[config.mk]
export PLATFORM = sky130hd
export DESIGN_NAME = dvp_cam_pwr_clk_ctrl_flat
export DESIGN_NICKNAME = d
export VERILOG_FILES = /design/src/rtl/dvp_cam_pwr_clk_ctrl_if.sv /design/src/rtl/dvp_cam_pwr_clk_ctrl.sv /design/src/flat_wrapper.sv
export SDC_FILE = /design/constraint.sdc
export NUM_CORES = 1
export LEC_CHECK = 0
export ABC_AREA = 1
export ABC_CLOCK_PERIOD_IN_PS = 2120
export CAP_MARGIN = 20
export CELL_PAD_IN_SITES_DETAIL_PLACEMENT = 0
export CELL_PAD_IN_SITES_GLOBAL_PLACEMENT = 1
export CORE_MARGIN = 5
export CORE_UTILIZATION = 38
export CTS_CLUSTER_DIAMETER = 60
export CTS_CLUSTER_SIZE = 16
export DETAILED_ROUTE_END_ITERATION = 7
export PLACE_DENSITY = 0.84
export SETUP_SLACK_MARGIN = 0.02
export SLEW_MARGIN = 20
export SYNTH_ARGS = -nofsm -noshare
export SYNTH_HDL_FRONTEND = slang
export SYNTH_SLANG_ARGS = --single-unit
[constraint.sdc]
create_clock -name clk -period 2.12 [get_ports clk]
set_input_delay 0.424 -clock clk [delete_from_list [all_inputs] [get_ports clk]]
set_output_delay 0.424 -clock clk [all_outputs]
set_load 0.01 [all_outputs]
[src/rtl/dvp_cam_pwr_clk_ctrl_if.sv]
// DCR-to-camera control bundle: configuration word in, sensor pins and status out.
interface dvp_cam_pwr_clk_ctrl_if #(
    parameter int CFG_W = 32
);
    logic [CFG_W-1:0] dcr_cam_cfg_i;
    logic             dvp_xclk_o;
    logic             dvp_pwdn_o;
    logic             dvp_rst_n_o;
    logic             cam_ready_o;
    logic [2:0]       cam_state_o;

    modport master (
        output dcr_cam_cfg_i,
        input  dvp_xclk_o, dvp_pwdn_o, dvp_rst_n_o, cam_ready_o, cam_state_o
    );

    modport slave (
        input  dcr_cam_cfg_i,
        output dvp_xclk_o, dvp_pwdn_o, dvp_rst_n_o, cam_ready_o, cam_state_o
    );
endinterface

[src/rtl/dvp_cam_pwr_clk_ctrl.sv]
// DVP camera XCLK divider plus PWDN/reset power sequencer with ready/state readback.
// Optional DVP_XCLK_DIV_SHADOW_EN: divider captured only at XCLK fall or power-up entry.
module dvp_cam_pwr_clk_ctrl #(
    parameter int CFG_W         = 32,
    parameter int DIV_W         = 8,
    parameter int RST_HOLD_CYC  = 1024,
    parameter int PWUP_WAIT_CYC = 4096
) (
    input  logic                     clk,
    input  logic                     rst_n,
    dvp_cam_pwr_clk_ctrl_if.slave    cam_if
);
    localparam int SEQ_MAX = (RST_HOLD_CYC > PWUP_WAIT_CYC) ? RST_HOLD_CYC : PWUP_WAIT_CYC;
    localparam int SEQ_W   = $clog2(SEQ_MAX + 1);
    localparam logic [SEQ_W-1:0] HOLD_LAST = SEQ_W'(RST_HOLD_CYC - 1);
    localparam logic [SEQ_W-1:0] WAIT_LAST = SEQ_W'(PWUP_WAIT_CYC - 1);
    localparam logic [SEQ_W-1:0] SEQ_ONE   = {{(SEQ_W-1){1'b0}}, 1'b1};
    localparam logic [DIV_W-1:0] DIV_ONE   = {{(DIV_W-1){1'b0}}, 1'b1};

    typedef enum logic [2:0] {
        ST_OFF     = 3'd0,
        ST_PWUP    = 3'd1,
        ST_RST_REL = 3'd2,
        ST_READY   = 3'd3,
        ST_SHDN    = 3'd4
    } state_t;

    state_t           r_state, w_state_nxt;
    logic [SEQ_W-1:0] r_seq;
    logic [DIV_W-1:0] r_cnt, r_div_q, w_half, w_div;
    logic             r_xclk, r_pwdn, r_rst_n, r_ready;
    logic             w_pwdn_nxt, w_rst_n_nxt, w_ready_nxt;
    logic             w_en, w_active, w_run, w_tgl, w_chg;
    logic             w_unused_cfg;

    assign w_half       = cam_if.dcr_cam_cfg_i[8 +: DIV_W];
    assign w_en         = cam_if.dcr_cam_cfg_i[0] & ~cam_if.dcr_cam_cfg_i[1];
    assign w_unused_cfg = ^{cam_if.dcr_cam_cfg_i[CFG_W-1:8+DIV_W], cam_if.dcr_cam_cfg_i[7:2]};

    assign w_active = (r_state == ST_PWUP) | (r_state == ST_RST_REL) | (r_state == ST_READY);
    // In shutdown the clock only finishes a high phase; a low XCLK stays frozen.
    assign w_run    = w_active | ((r_state == ST_SHDN) & r_xclk);
    assign w_tgl    = w_run & ~w_chg & (r_cnt == (w_div - DIV_ONE));

`ifdef DVP_XCLK_DIV_SHADOW_EN
    assign w_div = (r_div_q == {DIV_W{1'b0}}) ? DIV_ONE : r_div_q;
    assign w_chg = 1'b0;

    // Shadow divider: load only where a new phase begins low, so no phase is cut or stretched.
    always_ff @(posedge clk or negedge rst_n) begin
        if (!rst_n) begin
            r_div_q <= {DIV_W{1'b0}};
        end else if (((r_state == ST_OFF) && (w_state_nxt == ST_PWUP)) || (w_tgl && r_xclk)) begin
            r_div_q <= w_half;
        end else begin
            r_div_q <= r_div_q;
        end
    end
`else
    assign w_div = (w_half == {DIV_W{1'b0}}) ? DIV_ONE : w_half;
    assign w_chg = (w_half != r_div_q);

    // Remember the last divider field so a change restarts the current phase.
    always_ff @(posedge clk or negedge rst_n) begin
        if (!rst_n) begin
            r_div_q <= {DIV_W{1'b0}};
        end else begin
            r_div_q <= w_half;
        end
    end
`endif

    // Half-period counter and XCLK toggle flop.
    always_ff @(posedge clk or negedge rst_n) begin
        if (!rst_n) begin
            r_cnt  <= {DIV_W{1'b0}};
            r_xclk <= 1'b0;
        end else begin
            r_cnt  <= (!w_run || w_tgl || w_chg) ? {DIV_W{1'b0}} : (r_cnt + DIV_ONE);
            r_xclk <= r_xclk ^ w_tgl;
        end
    end

    // State register and sequence counter, which restarts on every state change.
    always_ff @(posedge clk or negedge rst_n) begin
        if (!rst_n) begin
            r_state <= ST_OFF;
            r_seq   <= {SEQ_W{1'b0}};
        end else begin
            r_state <= w_state_nxt;
            if (w_state_nxt != r_state) begin
                r_seq <= {SEQ_W{1'b0}};
            end else if ((r_state == ST_PWUP) || (r_state == ST_RST_REL)) begin
                r_seq <= r_seq + SEQ_ONE;
            end else begin
                r_seq <= {SEQ_W{1'b0}};
            end
        end
    end

    // Next-state logic.
    always_comb begin
        w_state_nxt = r_state;
        case (r_state)
            ST_OFF:     w_state_nxt = w_en ? ST_PWUP : ST_OFF;
            ST_PWUP:    w_state_nxt = !w_en ? ST_SHDN : ((r_seq == HOLD_LAST) ? ST_RST_REL : ST_PWUP);
            ST_RST_REL: w_state_nxt = !w_en ? ST_SHDN : ((r_seq == WAIT_LAST) ? ST_READY : ST_RST_REL);
            ST_READY:   w_state_nxt = !w_en ? ST_SHDN : ST_READY;
            ST_SHDN:    w_state_nxt = r_xclk ? ST_SHDN : ST_OFF;
            default:    w_state_nxt = ST_OFF;
        endcase
    end

    // Pin levels decoded from the next state so they register in step with the state.
    always_comb begin
        w_pwdn_nxt  = 1'b1;
        w_rst_n_nxt = 1'b0;
        w_ready_nxt = 1'b0;
        case (w_state_nxt)
            ST_PWUP, ST_SHDN: begin
                w_pwdn_nxt = 1'b0;
            end
            ST_RST_REL: begin
                w_pwdn_nxt  = 1'b0;
                w_rst_n_nxt = 1'b1;
            end
            ST_READY: begin
                w_pwdn_nxt  = 1'b0;
                w_rst_n_nxt = 1'b1;
                w_ready_nxt = 1'b1;
            end
            default: begin
                w_pwdn_nxt  = 1'b1;
                w_rst_n_nxt = 1'b0;
                w_ready_nxt = 1'b0;
            end
        endcase
    end

    // Registered sensor pins and status.
    always_ff @(posedge clk or negedge rst_n) begin
        if (!rst_n) begin
            r_pwdn  <= 1'b1;
            r_rst_n <= 1'b0;
            r_ready <= 1'b0;
        end else begin
            r_pwdn  <= w_pwdn_nxt;
            r_rst_n <= w_rst_n_nxt;
            r_ready <= w_ready_nxt;
        end
    end

    assign cam_if.dvp_xclk_o  = r_xclk;
    assign cam_if.dvp_pwdn_o  = r_pwdn;
    assign cam_if.dvp_rst_n_o = r_rst_n;
    assign cam_if.cam_ready_o = r_ready;
    assign cam_if.cam_state_o = r_state;
endmodule

[src/flat_wrapper.sv]
// flat-port wrapper written by rule: the top's interface ports become plain ports
module dvp_cam_pwr_clk_ctrl_flat 
#(
    parameter int CFG_W         = 32,
    parameter int DIV_W         = 8,
    parameter int RST_HOLD_CYC  = 1024,
    parameter int PWUP_WAIT_CYC = 4096
)
  (clk, rst_n, cam_if_dcr_cam_cfg_i, cam_if_dvp_xclk_o, cam_if_dvp_pwdn_o, cam_if_dvp_rst_n_o, cam_if_cam_ready_o, cam_if_cam_state_o);
  dvp_cam_pwr_clk_ctrl_if #(.CFG_W(CFG_W)) cam_if_i ();
  input  logic clk;
  input  logic rst_n;
  input wire logic [$bits(cam_if_i.dcr_cam_cfg_i)-1:0] cam_if_dcr_cam_cfg_i;
  output wire logic [$bits(cam_if_i.dvp_xclk_o)-1:0] cam_if_dvp_xclk_o;
  output wire logic [$bits(cam_if_i.dvp_pwdn_o)-1:0] cam_if_dvp_pwdn_o;
  output wire logic [$bits(cam_if_i.dvp_rst_n_o)-1:0] cam_if_dvp_rst_n_o;
  output wire logic [$bits(cam_if_i.cam_ready_o)-1:0] cam_if_cam_ready_o;
  output wire logic [$bits(cam_if_i.cam_state_o)-1:0] cam_if_cam_state_o;
  assign cam_if_i.dcr_cam_cfg_i = cam_if_dcr_cam_cfg_i;
  assign cam_if_dvp_xclk_o = cam_if_i.dvp_xclk_o;
  assign cam_if_dvp_pwdn_o = cam_if_i.dvp_pwdn_o;
  assign cam_if_dvp_rst_n_o = cam_if_i.dvp_rst_n_o;
  assign cam_if_cam_ready_o = cam_if_i.cam_ready_o;
  assign cam_if_cam_state_o = cam_if_i.cam_state_o;
  dvp_cam_pwr_clk_ctrl #(.CFG_W(CFG_W), .DIV_W(DIV_W), .RST_HOLD_CYC(RST_HOLD_CYC), .PWUP_WAIT_CYC(PWUP_WAIT_CYC)) u_core (.clk(clk), .rst_n(rst_n), .cam_if(cam_if_i));
endmodule
==> reports/results.txt, run 1 <==
crit path DAT - 2010 ps
Sw Ratio - 0.233
largest family of logic cells by synthesized area - simple AND/OR/NAND/NOR gates
antenna-violating nets left - 0
Overflow after GRT - 0
Comb pwr share - 0.123
Final Hold Violating Endpoints - 0
count of pins over their slew limit - 0
Static Leak - 0.00123 uW
Switch Pwr - 341 uW
fin area - 2610 sq um
Syn Area/Cell - 7.85 sq um
Worst Tran Pin Value - 767 ps
first-pass GRT wire length - 7500 microns
CTS tree - yes
core area - 5440 sq um
top-count cell post-synth - nand2_1
multiplexer area fraction after synthesis - 0
final net count - 345
kind of critical path - input pin to flop
die width - 84.4 microns
Sequential Area - 902 sq um
synth-to-layout area growth - 24.2%
initial antenna violation count - 0
# rows - 27
Synth Area in XOR/XNOR - 0.0750
most area-hungry cell type in the Yosys netlist - dfrtp_1
RSZ-0062 raised after global routing - false
vias in the first global route - 1734
total number of vias - 1765
DR iter-0 viols - 65
Clk network pwr share - 0.393
final wirelength - 4230 microns
synthesized cell area - 2100 sq um
register clock-pin slew on the reported worst setup and hold paths - 70 ps
Worst Hold Class - input pin to async pin
Crit Path Max Fanout - 8
Syn Inst Count - 268
Total Routing Usage GR - 0.127
die height - 84.4 microns
Synthesis Warnings - 0
Reg2Reg Setup Slack - 300 ps
Yosys reg bits - 36
post-synthesis simple-gate area fraction - 0.351
GP Congestion - 0.766
critical path launch point type - input pin
FILL cells - 528
Post-synth EDFFs - 0
Flop pwr share - 0.484
H-Tree Depth - 2
I/O Pins - 41
ys async rst share - 1.00
CTS Buf Count - 5
Num Clock Sinks - 36
Internal - 1120 uW
Commonest cells post-synth - nand2_1 (53), inv_1 (40), dfrtp_1 (35), nor2_1 (35), nand3_1 (25)
DP HPWL - 3210 microns
dpl cell area - 2450 sq um
slew margin rel. - 0.489
top-area cell type share of the netlist area - 0.416
CTS Root Cell - clkbuf_8
Synth Area in Compound Gates - 0.0381
die area - 7120 sq um
min Tclk post-route - 1840 ps
fin crit share - 0.868
WL per Instance - 11.1 microns
Tot Pwr - 1470 uW
ranking of synthesized cells by area - dfrtp_1 (42%), nand2_1 (9.5%), inv_1 (7.1%)
Data required, critical path - 2290 ps
synth unique cells - 29
setup violators final - 0
worst ir drop on vdd - 0.358 mV
share of cells above drive strength 1 - 0.236
adder-cell share of the synthesized area - 0.0178
Worst-Skew Late Latency - 280 ps
Antenna diodes - 0
Util after Layout - 0.480
multi-input logic area - 1070 sq um
Synth Flop Type - dfrtp_1
largest net degree at the start of global routing - 37
post-synthesis sequential area ratio - 0.429
Max Freq - 0.544 GHz
First-pass DRT Iterations - 4
Syn Nets - 305
Pwr Density - 561 nW/um^2
Max-Cap Viols - 0
DRC errors left - 0
run status - complete, no violations
CP endpoint kind - flop
clk_skew - 2.42 ps
initial core utilization - 0.387
Max clock buf depth - 2
Via density - 4.63
input/output buffers - 18
stage by stage:
| stage | setup TNS [ps] | hold WS (ps) | setup slack, ps | std cells |
|---|---|---|---|---|
| after floorplan | 0 | 128 | 30.9 | 268 |
| after global placement | -3870 | 501 | -442 | 370 |
| after detailed placement | -4320 | 508 | -497 | 370 |
| after CTS | 0 | 240 | 65.2 | 380 |
| after global routing | 0 | 298 | 54.3 | 381 |
| final | 0 | 211 | 280 | 381 |
final cells by class:
class / count / area share
inverter: 42 / 0.0604
tap: 72 / 0.0345
sequential: 36 / 0.345
clock buffer: 6 / 0.0278
clock inverter: 2 / 0.0134
multi-input combinational: 187 / 0.409
timing repair buffer: 36 / 0.109
logic make-up after synthesis:
| kind of cell | after synthesis |
|---|---|
| simple gates | 154 |
| buf+inv | 45 |
| compound gates | 12 |
| fa+ha+maj | 3 |
| xor+xnor | 18 |
| flops | 36 |
routing by layer:
layer  vias to the layer above  share of wire  GRT usage  wire length (microns)
met5                         -              0          0                      0
met4                         0          0.013     0.0460                     55
met3                         7          0.035     0.0226                    147
met2                        26           0.47      0.214                   2000
met1                       813           0.48      0.164                   2030
li1                        919              -          -                      -
placed cells by master, fill, tap and decap left out, drive strengths merged, types with 6 or more instances in the layout:
cell type,instances
dfrtp,35
nand3,28
xor2,12
nand4,8
buf,19
inv,42
nand2,56
nor2,51
xnor2,6
nor3,8
clkdlybuf4s50,9
clkbuf,12
power by group through the flow:
stage / clock network (uW) / logic, uW / registers (uW)
final: 576 / 180 / 709
after global routing: 629 / 205 / 710
after CTS: 593 / 183 / 709
after detailed placement: 0 / 180 / 722
after global placement: 0 / 179 / 721
after floorplan: 0 / 97.9 / 723
state kept, by name, indices dropped and copies added (netlist names):
name / cells
u_core.r_seq: 13
u_core.r_cnt: 8
u_core.r_div_q: 8
u_core.cam_if.cam_state_o: 3
u_core.cam_if.cam_ready_o: 1
u_core.cam_if.dvp_pwdn_o: 1
u_core.cam_if.dvp_rst_n_o: 1
u_core.cam_if.dvp_xclk_o: 1
worst max-delay path, cell delays in order:
cell and delay, ps:
clkbuf_2 90, nor2_2 140, nand2_2 90, nor2_4 120
nor2_4 60, ha_4 170, inv_2 60, nand2_2 50
nand2_1 50, nand2_1 40, nand2_1 60, nand2_1 50
nor2_1 80, nand3_1 80, nor2_2 140, nand2_1 100
nand2_4 140, nor2_1 60
path summary, 6_finish.rpt:
| kind | from | endpoint | cells past startpoint |
|---|---|---|---|
| max in group asynchronous | rst_n | u_core.cam_if.cam_ready_o$_DFF_PN0_ | 1 |
| min reg2reg | u_core.cam_if.dvp_xclk_o$_DFF_PN0_ | u_core.cam_if.dvp_xclk_o$_DFF_PN0_ | 2 |
| min | rst_n | u_core.r_seq[6]$_DFF_PN0_ | 1 |
| min in group clk | cam_if_dcr_cam_cfg_i[9] | u_core.r_div_q[1]$_DFF_PN0_ | 2 |
| max reg2reg | u_core.r_seq[0]$_DFF_PN0_ | u_core.r_seq[1]$_DFF_PN0_ | 12 |
| max | cam_if_dcr_cam_cfg_i[10] | u_core.r_cnt[2]$_DFF_PN0_ | 18 |
timing repair:
item,CTS,global route
setup endpoints to repair,9,9
pin swaps,10,13
cloned,0,0
hold buffers,0,0
resized for setup,11,25
buffers inserted,2,1
(Power assumes the default switching activity.)
==> run 2, diff against run 1 <==
ABC_AREA = unset   (was 1)
CAP_MARGIN = 10   (was 20)
PLACE_DENSITY = 0.83   (was 0.84)
==> reports/results.txt, run 2 <==
Worst Hold Path Cells - 1
die area - 6340 sq um
first-pass GRT wire length - 6740 microns
number of flip-flops in the largest register - 13
most frequent cells in the layout - dfrtp_1 (35), nor2_1 (29), buf_4 (22)
Crit Path Max Fanout - 8
vias in the first global route - 1455
register clock-pin slew on the reported worst setup and hold paths - 70 ps
Worst-Skew Late Latency - 290 ps
commonest non-fill, non-tap cell in the layout - dfrtp_1
Comb pwr share - 0.114
CTS tree - yes
Max clock buf depth - 2
Switch Pwr - 342 uW
Data required, critical path - 2300 ps
ranking of synthesized cells by area - dfrtp_1 (48%), xor2_1 (9.5%), nor2_1 (6.1%)
final wirelength - 3870 microns
die height - 79.6 microns
ys async rst share - 1.00
Synthesis Warnings - 0
crit path DAT - 2370 ps
Overflow after GRT - 0
largest reg by FF count - u_core.r_seq
Clk network pwr share - 0.361
FILL cells - 427
Critical Path Sink - u_core.r_cnt[4]$_DFF_PN0_
most area-hungry cell type in the Yosys netlist - dfrtp_1
crit-path cells - buf_8, nor3_4, and3_4, nor2_4, ha_4, xnor2_2, a221oi_2, o311ai_1, a211o_1, a211oi_4, buf_6, nor3_2
total number of vias - 1440
Max-Cap Viols - 0
top-count cell post-synth - dfrtp_1
Internal - 1010 uW
antenna-violating nets left - 0
violated checks - setup timing
Commonest cells post-synth - dfrtp_1 (35), nor2_1 (30), xor2_1 (20), xnor2_1 (12), nand2_1 (11)
clk_skew - 2.38 ps
Total Routing Usage GR - 0.137
Static Leak - 0.00103 uW
kind of critical path - input pin to flop
Reg2Reg Setup Slack - 130 ps
fin area - 2450 sq um
min Tclk post-route - 2190 ps
Yosys reg bits - 36
Final Hold Violating Endpoints - 0
synthesized cell area - 1840 sq um
DP HPWL - 2650 microns
WL per Instance - 13.0 microns
CP endpoint kind - flop
largest net degree at the start of global routing - 37
die width - 79.6 microns
GP Congestion - 0.759
synth unique cells - 39
dpl cell area - 2250 sq um
DR iter-0 viols - 63
DRC errors left - 0
max incr delay on CP - 350 ps
Critical R2R Launch - u_core.r_seq[0]$_DFF_PN0_
CTS Root Cell - clkbuf_8
top-area cell type share of the netlist area - 0.476
CTS Buf Count - 5
setup TNS - -588 ps
Synth Flop Type - dfrtp_1
First-pass DRT Iterations - 4
Sw Ratio - 0.254
worst ir drop on vdd - 0.207 mV
Crit Reg-Reg Endpoint - u_core.r_seq[3]$_DFF_PN0_
I/O Pins - 41
slew margin rel. - 0.692
Top Registers - u_core.r_seq x13, u_core.r_cnt x8, u_core.r_div_q x8
final worst slack - -72.8 ps
# rows - 25
Syn Inst Count - 182
final net count - 266
initial core utilization - 0.390
count of pins over their slew limit - 0
fin crit share - 1.03
H-Tree Depth - 2
Post-synth EDFFs - 0
origin of the worst setup path - cam_if_dcr_cam_cfg_i[14]
Via density - 4.85
core area - 4720 sq um
Pwr Density - 551 nW/um^2
setup violators final - 9
run status - finished with violations
Flop pwr share - 0.525
RSZ-0062 raised after global routing - true
Worst Tran Pin Value - 462 ps
critical path launch point type - input pin
post-synthesis sequential area ratio - 0.490
share of cells above drive strength 1 - 0.217
input/output buffers - 18
initial antenna violation count - 0
synth-to-layout area growth - 32.9%
Max Freq - 0.456 GHz
Num Clock Sinks - 36
Worst Hold Class - input pin to flop
Antenna diodes - 0
Syn Area/Cell - 10.1 sq um
CP max-delay cell - a211o_1
Worst Reg-to-Reg Cells - 9
Syn Nets - 219
-- run 2: final cells by class --
cell class,count,area (sq um),share of cell area
Tap cell,67,83.8,0.0343
Multi-Input combinational cell,141,983,0.402
Sequential cell,36,902,0.369
Timing Repair Buffer,42,378,0.154
Clock inverter,3,18.8,0.00767
Inverter,3,11.3,0.00460
Clock buffer,5,68.8,0.0281
-- run 2: metrics by stage --
step,hold WS (ps),power [uW],utilization,cells,setup slack (ps)
after floorplan,128,778,-,182,-371
after global placement,470,859,0.476,284,-841
after detailed placement,471,861,0.476,284,-946
after CTS,251,1350,0.507,295,-229
after global routing,255,1400,0.518,297,-197
final,256,1350,0.518,297,-72.8
-- run 2: how the worst min path moves through the flow --
| stage | from | slack [ps] | to |
|---|---|---|---|
| final | cam_if_dcr_cam_cfg_i[15] | 260 | u_core.r_div_q[7]$_DFF_PN0_ |
| after floorplan | rst_n | 130 | u_core.cam_if.cam_ready_o$_DFF_PN0_ |
| after global routing | cam_if_dcr_cam_cfg_i[15] | 260 | u_core.r_div_q[7]$_DFF_PN0_ |
| after detailed placement | u_core.r_seq[0]$_DFF_PN0_ | 470 | u_core.r_seq[0]$_DFF_PN0_ |
| after global placement | u_core.r_seq[0]$_DFF_PN0_ | 470 | u_core.r_seq[0]$_DFF_PN0_ |
| after CTS | cam_if_dcr_cam_cfg_i[15] | 250 | u_core.r_div_q[7]$_DFF_PN0_ |
-- run 2: cells by family after synthesis --
kind of cell,Yosys count,share of synthesized area
AOI/OAI and AO/OA,20,0.0843
xor gates and xnor gates,32,0.152
adders and majority gates,3,0.0204
buffers and inverters,5,0.0163
DFF,36,0.490
and+or+nand+nor,86,0.237
-- run 2: power groups by stage --
stage	sequential (uW)	combinational, uW	clock (uW)
2_1_floorplan	722	56.4	0
3_3_place_gp	720	138	0
3_5_place_dp	721	140	0
4_1_cts	707	145	498
5_1_grt	709	170	520
6_report	707	154	487
-- run 2: what timing repair did --
| action | in CTS | in global routing |
|---|---|---|
| pin swaps | 9 | 7 |
| hold buffers | 0 | 0 |
| gates resized for setup | 43 | 5 |
| setup endpoints to repair | 9 | 9 |
| buffers inserted | 3 | 2 |
-- run 2: critical path, delay by kind of cell --
| kind | cells | cell delay [ps] |
|---|---|---|
| compound gates | 4 | 830 |
| buf+inv | 2 | 260 |
| simple gates | 4 | 500 |
| fa+ha+maj | 1 | 220 |
| xor+xnor | 1 | 130 |
-- run 2: metal layers --
layer	vias up	track usage	part of all wire
met4	0	0.0704	0.021
met3	5	0.0226	0.031
li1	739	-	-
met2	18	0.220	0.47
met5	-	0	0
met1	678	0.178	0.48
==> run 3, diff against run 2 <==
PLACE_DENSITY = unset   (was 0.83)
PLACE_DENSITY_LB_ADDON = 0.1   (was unset)
==> reports/results.txt, run 3 (synthesis results as in run 2) <==
Via density - 4.95
final worst slack - -241 ps
number of flip-flops in the largest register - 13
CP bufs+invs - 2
synth-to-layout area growth - 37.7%
largest reg by FF count - u_core.r_seq
die width - 79.6 microns
RSZ-0062 raised after global routing - true
total number of vias - 1485
Top Registers - u_core.r_seq x13, u_core.r_cnt x8, u_core.r_div_q x8
die area - 6340 sq um
Hold Slack - 361 ps
antenna-violating nets left - 0
vias in the first global route - 1472
GP Congestion - 0.760
DP HPWL - 2940 microns
die height - 79.6 microns
min Tclk post-route - 2360 ps
Overflow after GRT - 0
most frequent cells in the layout - dfrtp_1 (35), nor2_1 (29), buf_4 (25)
fin area - 2530 sq um
register clock-pin slew on the reported worst setup and hold paths - 70 ps
setup violators final - 9
crit-path cells - buf_8, nor3_4, and3_4, nor2_2, ha_4, xnor2_2, a221oi_2, o311ai_1, a211o_1, a211oi_4, buf_6, nor3b_2
CTS Buf Count - 5
count of pins over their slew limit - 0
kind of critical path - input pin to flop
DR iter-0 viols - 66
I/O Pins - 41
slew margin rel. - 0.690
CTS Root Cell - clkbuf_8
Num Clock Sinks - 36
run status - finished with violations
Worst Hold Class - input pin to flop
Worst-Skew Late Latency - 290 ps
final wirelength - 4300 microns
final net count - 269
CP endpoint kind - flop
Data required, critical path - 2300 ps
CP delay by family, top - compound AO/OA/AOI/OAI gates
DRC errors left - 0
share of cells above drive strength 1 - 0.262
core area - 4720 sq um
critical path launch point type - input pin
initial antenna violation count - 0
worst ir drop on vdd - 0.290 mV
# rows - 25
Static Leak - 0.00106 uW
commonest non-fill, non-tap cell in the layout - dfrtp_1
Max clock buf depth - 2
WL per Instance - 14.3 microns
Crit Path Max Fanout - 8
clk_skew - 4.18 ps
Max Freq - 0.423 GHz
Pwr Density - 605 nW/um^2
fin crit share - 1.11
hold-fix buffers at CTS - 0
dpl cell area - 2250 sq um
max incr delay on CP - 360 ps
Worst Tran Pin Value - 465 ps
Final Hold Violating Endpoints - 0
initial core utilization - 0.390
first-pass GRT wire length - 7020 microns
crit path DAT - 2550 ps
First-pass DRT Iterations - 4
violated checks - setup timing
largest net degree at the start of global routing - 37
H-Tree Depth - 2
Total Routing Usage GR - 0.143
input/output buffers - 18
Antenna diodes - 0
CTS tree - yes
CP max-delay cell - a211o_1
Max-Cap Viols - 0
pre-CTS WS - -966 ps
-- run 3: per-layer routing --
layer / GRT usage / up-vias / routed length (microns)
met5: 0 / - / 0
met1: 0.200 / 702 / 2060
met4: 0.0515 / 0 / 119
met2: 0.208 / 36 / 1910
li1: - / 735 / -
met3: 0.0451 / 12 / 213
-- run 3: repair_timing --
action / CTS / global route
gates cloned: 0 / 0
setup buffers: 7 / 1
pin swaps: 10 / 3
gates resized for setup: 46 / 6
endpoints found under the setup margin: 9 / 21
-- run 3: final timing paths --
check	startpoint	slack, ps	cells past startpoint	endpoint
min	cam_if_dcr_cam_cfg_i[15]	360	2	u_core.r_div_q[7]$_DFF_PN0_
max	cam_if_dcr_cam_cfg_i[10]	-240	12	u_core.r_cnt[1]$_DFF_PN0_
min reg2reg	u_core.r_seq[0]$_DFF_PN0_	490	1	u_core.r_seq[0]$_DFF_PN0_
min in group asynchronous	rst_n	550	2	u_core.cam_if.dvp_rst_n_o$_DFF_PN0_
max reg2reg	u_core.r_seq[0]$_DFF_PN0_	190	9	u_core.r_seq[5]$_DFF_PN0_
max in group asynchronous	rst_n	1220	2	u_core.cam_if.dvp_pwdn_o$_DFF_PN1_
-- run 3: report_power, final --
group	switching (uW)	total [uW]	internal, uW
Clock	249	664	415
Combinational	81.1	160	79.1
Sequential	7.78	708	700
-- run 3: worst register-to-register path, cell delays in order (launching register included) --
cell and delay [ps]:
dfrtp_1 400, ha_1 210, nand3_1 170, nor4_2 270, buf_4 170, nand3_1 100
a21o_1 210, nand2_1 110, buf_12 140, nor2_1 50
-- run 3: final cells by class --
cell class	count	area (sq um)
sequential	36	902
clock buffer	7	96.3
fill	414	2190
timing repair buffer	45	395
clock inverter	1	30.0
inverter	3	11.3
tap	67	83.8
multi-input combinational	141	1010
-- run 3: through the flow --
step | TNS [ps] | total power, uW | util | std cells
finish | -2120 | 1530 | 0.536 | 300
global route | -2580 | 1590 | 0.536 | 300
CTS | -1600 | 1540 | 0.528 | 299
floorplan | -3240 | 778 | - | 182
global placement | -7800 | 860 | 0.476 | 284
detailed placement | -8480 | 865 | 0.476 | 284
